`src/rtl/diff_core_pkg.sv`:
```
// Shared types and buffer geometry for the diff core read path.
// Buffer depths set the address counter wrap points.
package diff_core_pkg;

    localparam int FM_BUF_DEPTH    = 16;
    localparam int GUARD_BUF_DEPTH = 8;
    localparam int GROUP_N         = 6;

    // Packed mode pulls three bytes, two nibble-elements each.
    localparam logic [2:0] NIBBLE_BYTES = 3'd3;
    localparam logic [5:0] FULL_MASK    = 6'b111111;

    typedef enum logic [2:0] {
        IDLE,
        G_RD,
        G_WAIT,
        FETCH,
        OUT,
        DONE
    } fsm_state_t;

    typedef logic [GROUP_N-1:0][7:0] group_t;

endpackage

```
`src/rtl/guard_popcount6.sv`:
```
// Combinational: popcount of a 6-bit guard and index of the highest set bit of mask & ~filled.
// Zero latency, no backpressure.
// sel_idx is 0 when nothing is open; callers only use it while a fill is pending.
module guard_popcount6 (
    input  logic [5:0] cnt_vec,
    input  logic [5:0] mask,
    input  logic [5:0] filled,
    output logic [2:0] count,
    output logic [2:0] sel_idx
);

    logic [5:0] open_bits;

    always_comb begin
        count     = '0;
        sel_idx   = '0;
        open_bits = mask & ~filled;
        for (int i = 0; i < 6; i++) begin
            count = count + {2'b00, cnt_vec[i]};
            // ascending scan so the highest open bit wins
            if (open_bits[i]) begin
                sel_idx = 3'(i);
            end
        end
    end

endmodule

```
`src/rtl/fm_guard_unpack_read.sv`:
```
// Reads a guard mask per group and expands sparse (8-bit) or nibble-packed (4-bit) fm bytes into 6-element groups.
// Latency: G_RD + G_WAIT + (popcount + 1) fetch cycles per group in 8-bit mode; 4 fetch cycles in 4-bit mode.
// Backpressure: data_o_ready low holds the group in OUT with no further buffer reads.
module fm_guard_unpack_read
    import diff_core_pkg::*;
#(
    parameter int FM_ADDR_W    = $clog2(FM_BUF_DEPTH),
    parameter int GUARD_ADDR_W = $clog2(GUARD_BUF_DEPTH)
) (
    input  logic                    clk,
    input  logic                    rst_n,
    input  logic                    ctrl_valid,
    output logic                    ctrl_ready,
    output logic                    ctrl_finish,
    input  logic [15:0]             pace_i,
    input  logic                    bit_mode_i,
    output logic [GUARD_ADDR_W-1:0] guard_addr_o,
    output logic                    guard_rd_en,
    input  logic [5:0]              guard_i,
    output logic [FM_ADDR_W-1:0]    fm_addr_o,
    output logic                    fm_rd_en,
    input  logic [7:0]              fm_data_i,
    output logic [5:0][7:0]         data_o,
    output logic [5:0]              guard_o,
    output logic                    data_o_valid,
    input  logic                    data_o_ready
);

    fsm_state_t              state_q;
    logic [15:0]             pace_q;
    logic                    mode_q;
    logic [5:0]              mask_q;
    logic [5:0]              filled_q;
    logic [2:0]              pending_q;
    logic [2:0]              issued_q;
    logic                    rd_pend_q;
    group_t                  data_q;
    logic [GUARD_ADDR_W-1:0] guard_addr_q;
    logic [FM_ADDR_W-1:0]    fm_addr_q;

    logic [2:0]              guard_cnt;
    logic [2:0]              sel_idx;

    guard_popcount6 u_popcount (
        .cnt_vec (guard_i),
        .mask    (mask_q),
        .filled  (filled_q),
        .count   (guard_cnt),
        .sel_idx (sel_idx)
    );

    assign ctrl_ready   = (state_q == IDLE);
    assign ctrl_finish  = (state_q == DONE);
    assign guard_rd_en  = (state_q == G_RD);
    assign guard_addr_o = guard_addr_q;
    assign fm_rd_en     = (state_q == FETCH) && (issued_q < pending_q);
    assign fm_addr_o    = fm_addr_q;
    assign data_o_valid = (state_q == OUT);
    assign data_o       = (state_q == OUT) ? data_q : '0;
    assign guard_o      = (state_q == OUT) ? mask_q : '0;

    always_ff @(posedge clk or negedge rst_n) begin
        if (!rst_n) begin
            state_q      <= IDLE;
            pace_q       <= '0;
            mode_q       <= 1'b0;
            mask_q       <= '0;
            filled_q     <= '0;
            pending_q    <= '0;
            issued_q     <= '0;
            rd_pend_q    <= 1'b0;
            data_q       <= '0;
            guard_addr_q <= '0;
            fm_addr_q    <= '0;
        end else begin
            // a read issued this cycle returns data on the next one
            rd_pend_q <= fm_rd_en;

            case (state_q)
                IDLE: begin
                    if (ctrl_valid) begin
                        pace_q       <= pace_i;
                        mode_q       <= bit_mode_i;
                        guard_addr_q <= '0;
                        fm_addr_q    <= '0;
                        if (pace_i == 16'd0) begin
                            state_q <= DONE;
                        end else if (bit_mode_i) begin
                            mask_q    <= FULL_MASK;
                            pending_q <= NIBBLE_BYTES;
                            issued_q  <= '0;
                            filled_q  <= '0;
                            data_q    <= '0;
                            state_q   <= FETCH;
                        end else begin
                            state_q <= G_RD;
                        end
                    end
                end

                G_RD: begin
                    if (guard_addr_q == GUARD_ADDR_W'(GUARD_BUF_DEPTH - 1)) begin
                        guard_addr_q <= '0;
                    end else begin
                        guard_addr_q <= guard_addr_q + 1'b1;
                    end
                    state_q <= G_WAIT;
                end

                G_WAIT: begin
                    mask_q    <= guard_i;
                    pending_q <= guard_cnt;
                    issued_q  <= '0;
                    filled_q  <= '0;
                    data_q    <= '0;
                    state_q   <= (guard_i == 6'd0) ? OUT : FETCH;
                end

                FETCH: begin
                    if (fm_rd_en) begin
                        issued_q <= issued_q + 1'b1;
                        if (fm_addr_q == FM_ADDR_W'(FM_BUF_DEPTH - 1)) begin
                            fm_addr_q <= '0;
                        end else begin
                            fm_addr_q <= fm_addr_q + 1'b1;
                        end
                    end
                    if (rd_pend_q) begin
                        // with a full mask, sel_idx walks 5,3,1 in packed mode
                        if (mode_q) begin
                            data_q[sel_idx]        <= {4'h0, fm_data_i[7:4]};
                            data_q[sel_idx - 3'd1] <= {4'h0, fm_data_i[3:0]};
                            filled_q <= filled_q | (6'b1 << sel_idx) | (6'b1 << (sel_idx - 3'd1));
                        end else begin
                            data_q[sel_idx] <= fm_data_i;
                            filled_q        <= filled_q | (6'b1 << sel_idx);
                        end
                        if (issued_q == pending_q) begin
                            state_q <= OUT;
                        end
                    end
                end

                OUT: begin
                    if (data_o_ready) begin
                        pace_q <= pace_q - 16'd1;
                        if (pace_q == 16'd1) begin
                            state_q <= DONE;
                        end else if (mode_q) begin
                            mask_q    <= FULL_MASK;
                            pending_q <= NIBBLE_BYTES;
                            issued_q  <= '0;
                            filled_q  <= '0;
                            data_q    <= '0;
                            state_q   <= FETCH;
                        end else begin
                            state_q <= G_RD;
                        end
                    end
                end

                DONE: begin
                    state_q <= IDLE;
                end

                default: begin
                    state_q <= IDLE;
                end
            endcase
        end
    end

endmodule

```
`config.mk`:
```
export PLATFORM = sky130hd
export DESIGN_NAME = fm_guard_unpack_read
export DESIGN_NICKNAME = d
export VERILOG_FILES = /design/src/rtl/diff_core_pkg.sv /design/src/rtl/guard_popcount6.sv /design/src/rtl/fm_guard_unpack_read.sv
export SDC_FILE = /design/constraint.sdc
export NUM_CORES = 1
export LEC_CHECK = 0
export BUFFER_PORTS_ARGS = -buffer_cell sky130_fd_sc_hd__buf_2
export CAP_MARGIN = 40
export CORE_MARGIN = 3
export CORE_UTILIZATION = 45
export DETAILED_ROUTE_END_ITERATION = 7
export PLACE_DENSITY = 0.78
export SLEW_MARGIN = 25
export SYNTH_ARGS = -nofsm -noshare
export SYNTH_HDL_FRONTEND = slang
export SYNTH_HIERARCHICAL = 1
export SYNTH_SLANG_ARGS = --single-unit
export TNS_END_PERCENT = 10
```
`constraint.sdc`:
```
create_clock -name clk -period 2.65 [get_ports clk]
set_input_delay 0.3975 -clock clk [delete_from_list [all_inputs] [get_ports clk]]
set_output_delay 0.3975 -clock clk [all_outputs]
set_load 0.005 [all_outputs]
```
==> out/qor.yml, run 1 <==
start_kind: "flop"
grt_pass1_wl_um: 26400
max_freq_mhz: 398
tightestPinTransition_ns: 0.648
critPathCaptureType: "primary output"
drcViolationCount: 0
final.period_utilization_pct: 94.9
switchingPower_uw: 3540
grt_overflow: 0
drive_gt1_share_pct: 26.7
setup_tns_ns: 0
p_leak_uw: 0.00350
io_pins: 101
syn_to_final_growth_pct: 17.6
postSynthCellCount: 682
clkPwrFrac_pct: 14.3
cp.required_ns: 2.25
met2_usage_pct: 32.5
final-setup-viol-count: 0
core_um2: 12900
power_density_nw_per_um2: 1120
status: "completed"
slew_headroom_pct: 56.6
syn_nets: 735
grt_pass1_vias: 5088
initial_core_util_pct: 47.1
slew_violations: 0
crit_fanout: 20
first_pass_iters: 6
combPwrFrac_pct: 55.5
fin_util_pct: 55.4
cts_tree: "yes"
gr-usage-met3_pct: 2.90
max_cap_violations: 0
syn_area_per_cell_um2: 8.93
final.min_clock_period_ns: 2.51
ant_nets: 0
num_antenna_cells: 0
final_common_cell: "buf_2"
track_usage_pct: 21.9
synthesis.area_um2: 6090
rows: 41
busiest_layer: "met1"
dp_hpwl_um: 11400
cts_max_level: 3
ys.warnings.count: 6
via_per_inst: 5.83
clock-root-buffer: "clkbuf_16"
finClkSkew_ns: 0.00886
clkTransAtPathRegs_ns: 0.06
layout_common_cells: "buf_2, dfrtp_1, a21oi_1, and3_1, nand2_1"
critPathKind: "reg -> out"
routedWlPerCell_um: 16.9
layout.nets: 825
place_congestion: 0.894
ir_worst_vdd_mv: 0.563
rsz0062_at_grt: "false"
internal_power_uw: 4470
cts.sinks: 93
clk_latency_ns: 0.34
switching_share_pct: 44.2
cp.arrival_ns: 2.12
portBuffers: 100
clockBufferDepth: 2
vias: 5503
cts_buffers: 9
drtIter0Drc: 517
die_x_um: 122
grt_max_degree: 58
die_area_um2: 15000
finalWirelength_um: 16000
antenna_found_initial: 0
pwr-share-seq_pct: 30.2
worstHoldPathType: "in -> reg"
final_hold_viol_count: 0
dieHeight_um: 122
use_met1_pct: 32.8
-- path summary, 6_finish.rpt --
check	from	end	slack (ns)	cells after the start
max in group asynchronous	rst_n	data_q[25]	1.44	3
hold / removal	guard_i[0]	mask_q[0]	0.32	2
hold reg to reg	data_q[19]	data_q[19]	0.48	1
setup reg to reg	filled_q[4]	data_q[47]	0.19	10
setup / recovery	state_q[0]	data_o_valid	0.14	5
min in group asynchronous	rst_n	fm_addr_o[0]	0.52	2
-- worst max-delay path, cell delays in order, from the launching register on --
cell	delay (ns)
dfrtp_1	0.47
buf_4	0.21
nor2_2	0.09
nand2_1	0.24
inv_1	0.54
buf_2	0.22
-- layer usage --
layer	part of all wire, %	routed length [um]
met5	0	0
met4	2.1	332
met2	45	7200
met1	47	7530
met3	5.8	924
-- layout make-up --
class	count	area (um^2)
fill	1220	5770
multi-input combinational	513	3510
sequential	93	2330
timing repair buffer	138	803
clock buffer	11	243
tap	172	215
inverter	17	63.8
-- timing repair --
item	4_1_cts	5_1_grt
setup endpoints to repair	0	35
hold endpoints to repair	26	0
buffers inserted	0	1
hold buffers	1	0
gates resized for setup	0	7
-- per-stage QoR --
stage	cell area (um^2)	total power [uW]	setup WS [ns]	hold slack [ns]	instances
global route	7160	8660	0.000270	0.313	944
detailed placement	6860	6710	0.0574	0.354	931
finish	7160	8010	0.135	0.322	944
CTS	7120	7870	0.0877	0.306	943
floorplan	6110	5480	0.0273	0.102	682
global placement	6860	6600	0.119	0.348	931
-- sequential cells by signal, summed over array words and instances (netlist names) --
signal and count:
issued_q 3, data_q 48, rd_pend_q 1, pending_q 3, filled_q 5, pace_q 16
state_q 3, fm_addr_o 4, guard_addr_o 3, mask_q 6, mode_q 1
-- power by group through the flow --
stage | Sequential, uW | Combinational (uW) | Clock (uW)
detailed placement | 2430 | 4280 | 0
global route | 2500 | 4940 | 1220
CTS | 2410 | 4300 | 1170
floorplan | 2240 | 3230 | 0
finish | 2420 | 4450 | 1140
global placement | 2420 | 4180 | 0
Note: power is estimated with default switching activity, not from simulation.
==> run 2, diff against run 1 <==
--- a/config.mk
+++ b/config.mk
@@ -8,9 +8,9 @@
 export BUFFER_PORTS_ARGS = -buffer_cell sky130_fd_sc_hd__buf_2
 export CAP_MARGIN = 40
 export CORE_MARGIN = 3
-export CORE_UTILIZATION = 45
+export CORE_UTILIZATION = 35
 export DETAILED_ROUTE_END_ITERATION = 7
-export PLACE_DENSITY = 0.78
+export PLACE_DENSITY = 0.65
 export SLEW_MARGIN = 25
 export SYNTH_ARGS = -nofsm -noshare
 export SYNTH_HDL_FRONTEND = slang
==> run 2 against run 1 <==
Against the previous run: register-to-register slack worse by 0.08 ns; total power up 1.4%; die area up 27%; critical path type is now reg -> reg; highest routed layer unchanged.
==> out/qor.yml, run 2 (same netlist as run 1, synthesis figures left out) <==
cp.arrival_ns: 2.76  # was 2.12 ns
die_area_um2: 19000  # was 15000 um^2
totalPowerFinal_uw: 8120  # was 8010 uW
die_x_um: 138  # was 122 um
drive_gt1_share_pct: 27.1  # was 26.7%
p_leak_uw: 0.00351  # was 0.00350 uW
slew_headroom_pct: 52.0  # was 56.6%
grt_max_degree: 49  # was 58
finClkSkew_ns: 0.00714  # was 0.00886 ns
final.period_utilization_pct: 95.8  # was 94.9%
crit_fanout: 7  # was 20
setup_tns_ns: 0  # unchanged
largest_register_ffs: 48  # unchanged
cts_max_level: 3  # unchanged
final_cell_area_um2: 7250  # was 7160 um^2
critPathCaptureType: "flop"  # was primary output
final.min_clock_period_ns: 2.54  # was 2.51 ns
placed_cell_area_um2: 6950  # was 6860 um^2
cts_buffers: 9  # unchanged
layout.nets: 825  # unchanged
cp.required_ns: 2.87  # was 2.25 ns
grt_overflow: 0  # unchanged
clk_latency_ns: 0.35  # was 0.34 ns
max_cap_violations: 0  # unchanged
first_pass_iters: 5  # was 6
r2r_end: "data_q[16]"  # was data_q[47]
ir_worst_vdd_mv: 0.566  # was 0.563 mV
clkTransAtPathRegs_ns: 0.07  # was 0.06 ns
fillCellCount: 1735  # was 1220
antenna_found_initial: 0  # unchanged
reg_top3: "data_q x48, pace_q x16, mask_q x6"  # unchanged
power_density_nw_per_um2: 1120  # about the same
top_register: "data_q"  # unchanged
layout_common_cells: "buf_2, dfrtp_1, a21oi_1, and3_1, nand2_1"  # unchanged
via_per_inst: 5.62  # was 5.83
syn_to_final_growth_pct: 19.2  # was 17.6%
start_kind: "flop"  # unchanged
final_hold_viol_count: 0  # unchanged
slew_violations: 0  # unchanged
max_freq_mhz: 394  # was 398 MHz
clock-root-buffer: "clkbuf_16"  # unchanged
tightestPinTransition_ns: 0.715  # was 0.648 ns
critPathKind: "reg -> reg"  # was reg -> out
fin_util_pct: 43.1  # was 55.4%
cts.sinks: 93  # unchanged
drcViolationCount: 0  # unchanged
reg2reg_setup_slack_ns: 0.11  # was 0.19 ns
ant_nets: 0  # unchanged
clockBufferDepth: 2  # unchanged
worstRegToRegCells: 10  # unchanged
routedWlPerCell_um: 17.4  # was 16.9 um
dp_hpwl_um: 12200  # was 11400 um
place_congestion: 0.864  # was 0.894
core_um2: 16800  # was 12900 um^2
ctsResizeCount: 0  # unchanged
worstHoldPathType: "in -> async"  # was in -> reg
portBuffers: 100  # unchanged
io_pins: 101  # unchanged
cts_tree: "yes"  # unchanged
track_usage_pct: 18.5  # was 21.9%
num_antenna_cells: 0  # unchanged
final_common_cell: "buf_2"  # unchanged
drtIter0Drc: 545  # was 517
final-setup-viol-count: 0  # unchanged
status: "completed"  # unchanged
ctsHoldBuffers: 0  # was 1
rows: 47  # was 41
grt_pass1_wl_um: 28000  # was 26400 um
finalWirelength_um: 17300  # was 16000 um
vias: 5597  # was 5503
timing.rr.start: "filled_q[4]"  # unchanged
grt_pass1_vias: 5254  # was 5088
cts_setup_buffers: 0  # unchanged
dieHeight_um: 138  # was 122 um
initial_core_util_pct: 36.2  # was 47.1%
-- run 2: report_power, final --
part           leakage (uW)  internal, uW  switching (uW)
sequential          0.00120          1920             519
clock              0.000129           655             532
combinational       0.00219          1900            2590
-- run 2: worst max path at each step --
stage	cells past startpoint	endpoint	slack, ns	from
floorplan	11	data_q[16]	0.03	filled_q[3]
global placement	8	pending_q[1]	0.12	guard_i[0]
detailed placement	8	pending_q[1]	0.08	guard_i[0]
CTS	6	data_o[31]	0.08	state_q[0]
global route	10	data_q[19]	-0.002	filled_q[5]
finish	10	data_q[16]	0.11	filled_q[4]
-- run 2: per-stage QoR --
stage               setup WS (ns)  instances  hold slack (ns)
floorplan                  0.0273        682            0.102
global placement            0.117        981            0.464
detailed placement         0.0846        981            0.469
CTS                        0.0805        996            0.107
global route             -0.00177        996            0.140
finish                      0.111        996           0.0831
-- run 2: critical path, stage by stage (launching register included) --
cell      delay, ns
dfrtp_1        0.38
nand2b_1       0.18
nand4b_1       0.13
nand3_2        0.09
inv_1          0.17
ha_2           0.30
xnor2_4        0.17
a311o_1        0.21
o211ai_1       0.15
nor2_2         0.25
mux2_1         0.37
-- run 2: metal layers --
layer	global-route usage (%)	wire (um)	up-vias
met4	6.92	327	0
met2	27.7	7750	147
met5	0	0	-
met1	27.3	8410	2726
met3	2.43	829	21
li1	-	-	2703
-- run 2: final cells by class --
class | instances | area, um^2 | area share, %
Multi-Input combinational cell | 513 | 3510 | 48.4
Sequential cell | 93 | 2330 | 32.1
Timing Repair Buffer | 138 | 817 | 11.3
Tap cell | 220 | 275 | 3.79
Clock buffer | 13 | 250 | 3.45
Inverter | 17 | 63.8 | 0.880
Clock inverter | 2 | 10.0 | 0.138
==> run 3, diff against run 2 <==
--- a/config.mk
+++ b/config.mk
@@ -10,6 +10,7 @@
 export CORE_MARGIN = 3
 export CORE_UTILIZATION = 35
 export DETAILED_ROUTE_END_ITERATION = 7
+export GPL_TIMING_DRIVEN = 0
 export PLACE_DENSITY = 0.65
 export SLEW_MARGIN = 25
 export SYNTH_ARGS = -nofsm -noshare
==> run 3 against run 2 <==
Against the previous run: the run now ends with negative hold slack, negative setup slack left; die area stayed put; worst setup slack worse by 0.14 ns; count of clock-buffer cells in the layout stayed put; sequential share of layout area is 1.5 points lower; worst hold slack worse by 0.10 ns.
==> out/qor.yml, run 3 (same netlist as run 1, synthesis figures left out) <==
p_leak_uw: 0.00363  # was 0.00351 uW
cp.required_ns: 2.89  # was 2.87 ns
dp_hpwl_um: 13100  # was 12200 um
antenna_found_initial: 0  # unchanged
final_hold_viol_count: 16  # was 0
multi_input_area_um2: 3670  # was 3510 um^2
ir_worst_vdd_mv: 0.635  # was 0.566 mV
critPathLaunch: "filled_q[4]"  # unchanged
crit_fanout: 7  # unchanged
final.min_clock_period_ns: 2.68  # was 2.54 ns
cts.sinks: 93  # unchanged
rsz0062_at_grt: "true"
start_kind: "flop"  # unchanged
tightestPinTransition_ns: 0.633  # was 0.715 ns
finalWirelength_um: 18400  # was 17300 um
first_pass_iters: 7  # was 5
grt_max_degree: 49  # unchanged
reg_top3: "data_q x48, pace_q x16, mask_q x6"  # unchanged
clockBufferDepth: 2  # unchanged
drcViolationCount: 0  # unchanged
violations: "negative hold slack, negative setup slack"
clkTransAtPathRegs_ns: 0.07  # about the same
cts_max_level: 3  # unchanged
clk_latency_ns: 0.35  # about the same
top_register: "data_q"  # unchanged
layout.nets: 864  # was 825
max_freq_mhz: 373  # was 394 MHz
drtIter0Drc: 451  # was 545
final.period_utilization_pct: 101  # was 95.8%
largest_register_ffs: 48  # unchanged
cp.arrival_ns: 2.92  # was 2.76 ns
via_per_inst: 5.63  # was 5.62
place_congestion: 0.862  # was 0.864
place_ws_ns: -0.437  # was 0.0846 ns
layout_common_cells: "buf_2, dfrtp_1, a21oi_1, and3_1, nand2_1"  # unchanged
initial_core_util_pct: 36.2  # unchanged
grt_overflow: 0  # unchanged
io_pins: 101  # unchanged
timing.rr.start: "filled_q[4]"  # unchanged
critPathCaptureType: "flop"  # unchanged
routedWlPerCell_um: 17.7  # was 17.4 um
ant_nets: 0  # unchanged
worstHoldPathType: "in -> async"  # unchanged
drive_gt1_share_pct: 28.6  # was 27.1%
seq_area_um2: 2330  # about the same
grt_pass1_vias: 5386  # was 5254
die_x_um: 138  # unchanged
power_density_nw_per_um2: 1160  # was 1120 nW/um^2
die_area_um2: 19000  # unchanged
whs_ns: -0.0184  # was 0.0831 ns
slew_violations: 0  # unchanged
grt_pass1_wl_um: 28700  # was 28000 um
fillCellCount: 1659  # was 1735
final-setup-viol-count: 6  # was 0
cts_buffers: 9  # unchanged
rows: 47  # unchanged
cts_tree: "yes"  # unchanged
final_common_cell: "buf_2"  # unchanged
portBuffers: 100  # unchanged
core_um2: 16800  # unchanged
dieHeight_um: 138  # unchanged
slew_headroom_pct: 57.8  # was 52.0%
num_antenna_cells: 0  # unchanged
max_cap_violations: 0  # unchanged
finClkSkew_ns: 0.00739  # was 0.00714 ns
ctsHoldBuffers: 0  # unchanged
status: "finished, violations left"  # was completed
track_usage_pct: 19.2  # was 18.5%
vias: 5835  # was 5597
clock-root-buffer: "clkbuf_16"  # unchanged
syn_to_final_growth_pct: 25.0  # was 19.2%
critPathKind: "reg -> reg"  # unchanged
fin_ws_ns: -0.0315  # was 0.111 ns
-- run 3: metrics by stage --
step | cell area (um^2) | power [uW] | cells | TNS (ns) | util, %
6_report | 7610 | 8850 | 1036 | -0.0955 | 45.2
3_5_place_dp | 6920 | 6630 | 1004 | -11.81 | 41.2
2_1_floorplan | 6110 | 5480 | 682 | 0 | -
4_1_cts | 7430 | 8450 | 1027 | -0.236 | 44.2
3_3_place_gp | 6890 | 6560 | 1002 | -11.75 | 40.9
5_1_grt | 7610 | 9480 | 1036 | -4.66 | 45.2
-- run 3: critical path, stage by stage (launching register included) --
cell and delay [ns]:
dfrtp_1 0.39, nand2b_4 0.15, nand2_2 0.06, a21oi_2 0.13, clkbuf_8 0.18, clkinvlp_4 0.15, ha_4 0.22, xnor2_4 0.25
a311o_1 0.21, o211ai_1 0.18, nor2_2 0.29, mux2_1 0.34
-- run 3: timing repair --
item	4_1_cts	5_1_grt
gates resized for setup	26	37
setup endpoints to repair	100	107
pin swaps	8	11
gates cloned	0	0
buffers inserted	7	9
-- run 3: area by class of cell --
class	count	share of cell area, %
Timing Repair Buffer	118	8.83
Tap cell	220	3.62
Clock buffer	13	3.55
Multi-Input combinational cell	513	48.2
Sequential cell	93	30.6
Inverter	17	0.937
Buffer	59	3.68
Clock inverter	3	0.559
-- run 3: worst paths after layout --
| kind | end | slack, ns | cells past startpoint |
|---|---|---|---|
| worst max-delay path | data_q[19] | -0.03 | 11 |
| worst min-delay path | fm_addr_o[2] | -0.02 | 1 |
| worst max register to register | data_q[19] | -0.03 | 11 |
| worst min register to register | data_q[21] | 0.48 | 2 |
| max in group asynchronous | data_q[5] | 2.07 | 2 |
| min in group clk | mask_q[3] | 0.30 | 2 |
-- run 3: metal layers --
metal	GRT usage [%]	wire length (um)	part of all wire (%)
met3	2.76	1100	6.0
met4	6.37	315	1.7
met2	29.0	8190	45
met5	0	0	0
met1	28.2	8740	48
-- run 3: report_power, final --
group          switching, uW  internal [uW]
registers                431           1920
logic                   2960           2170
clock network            560            808
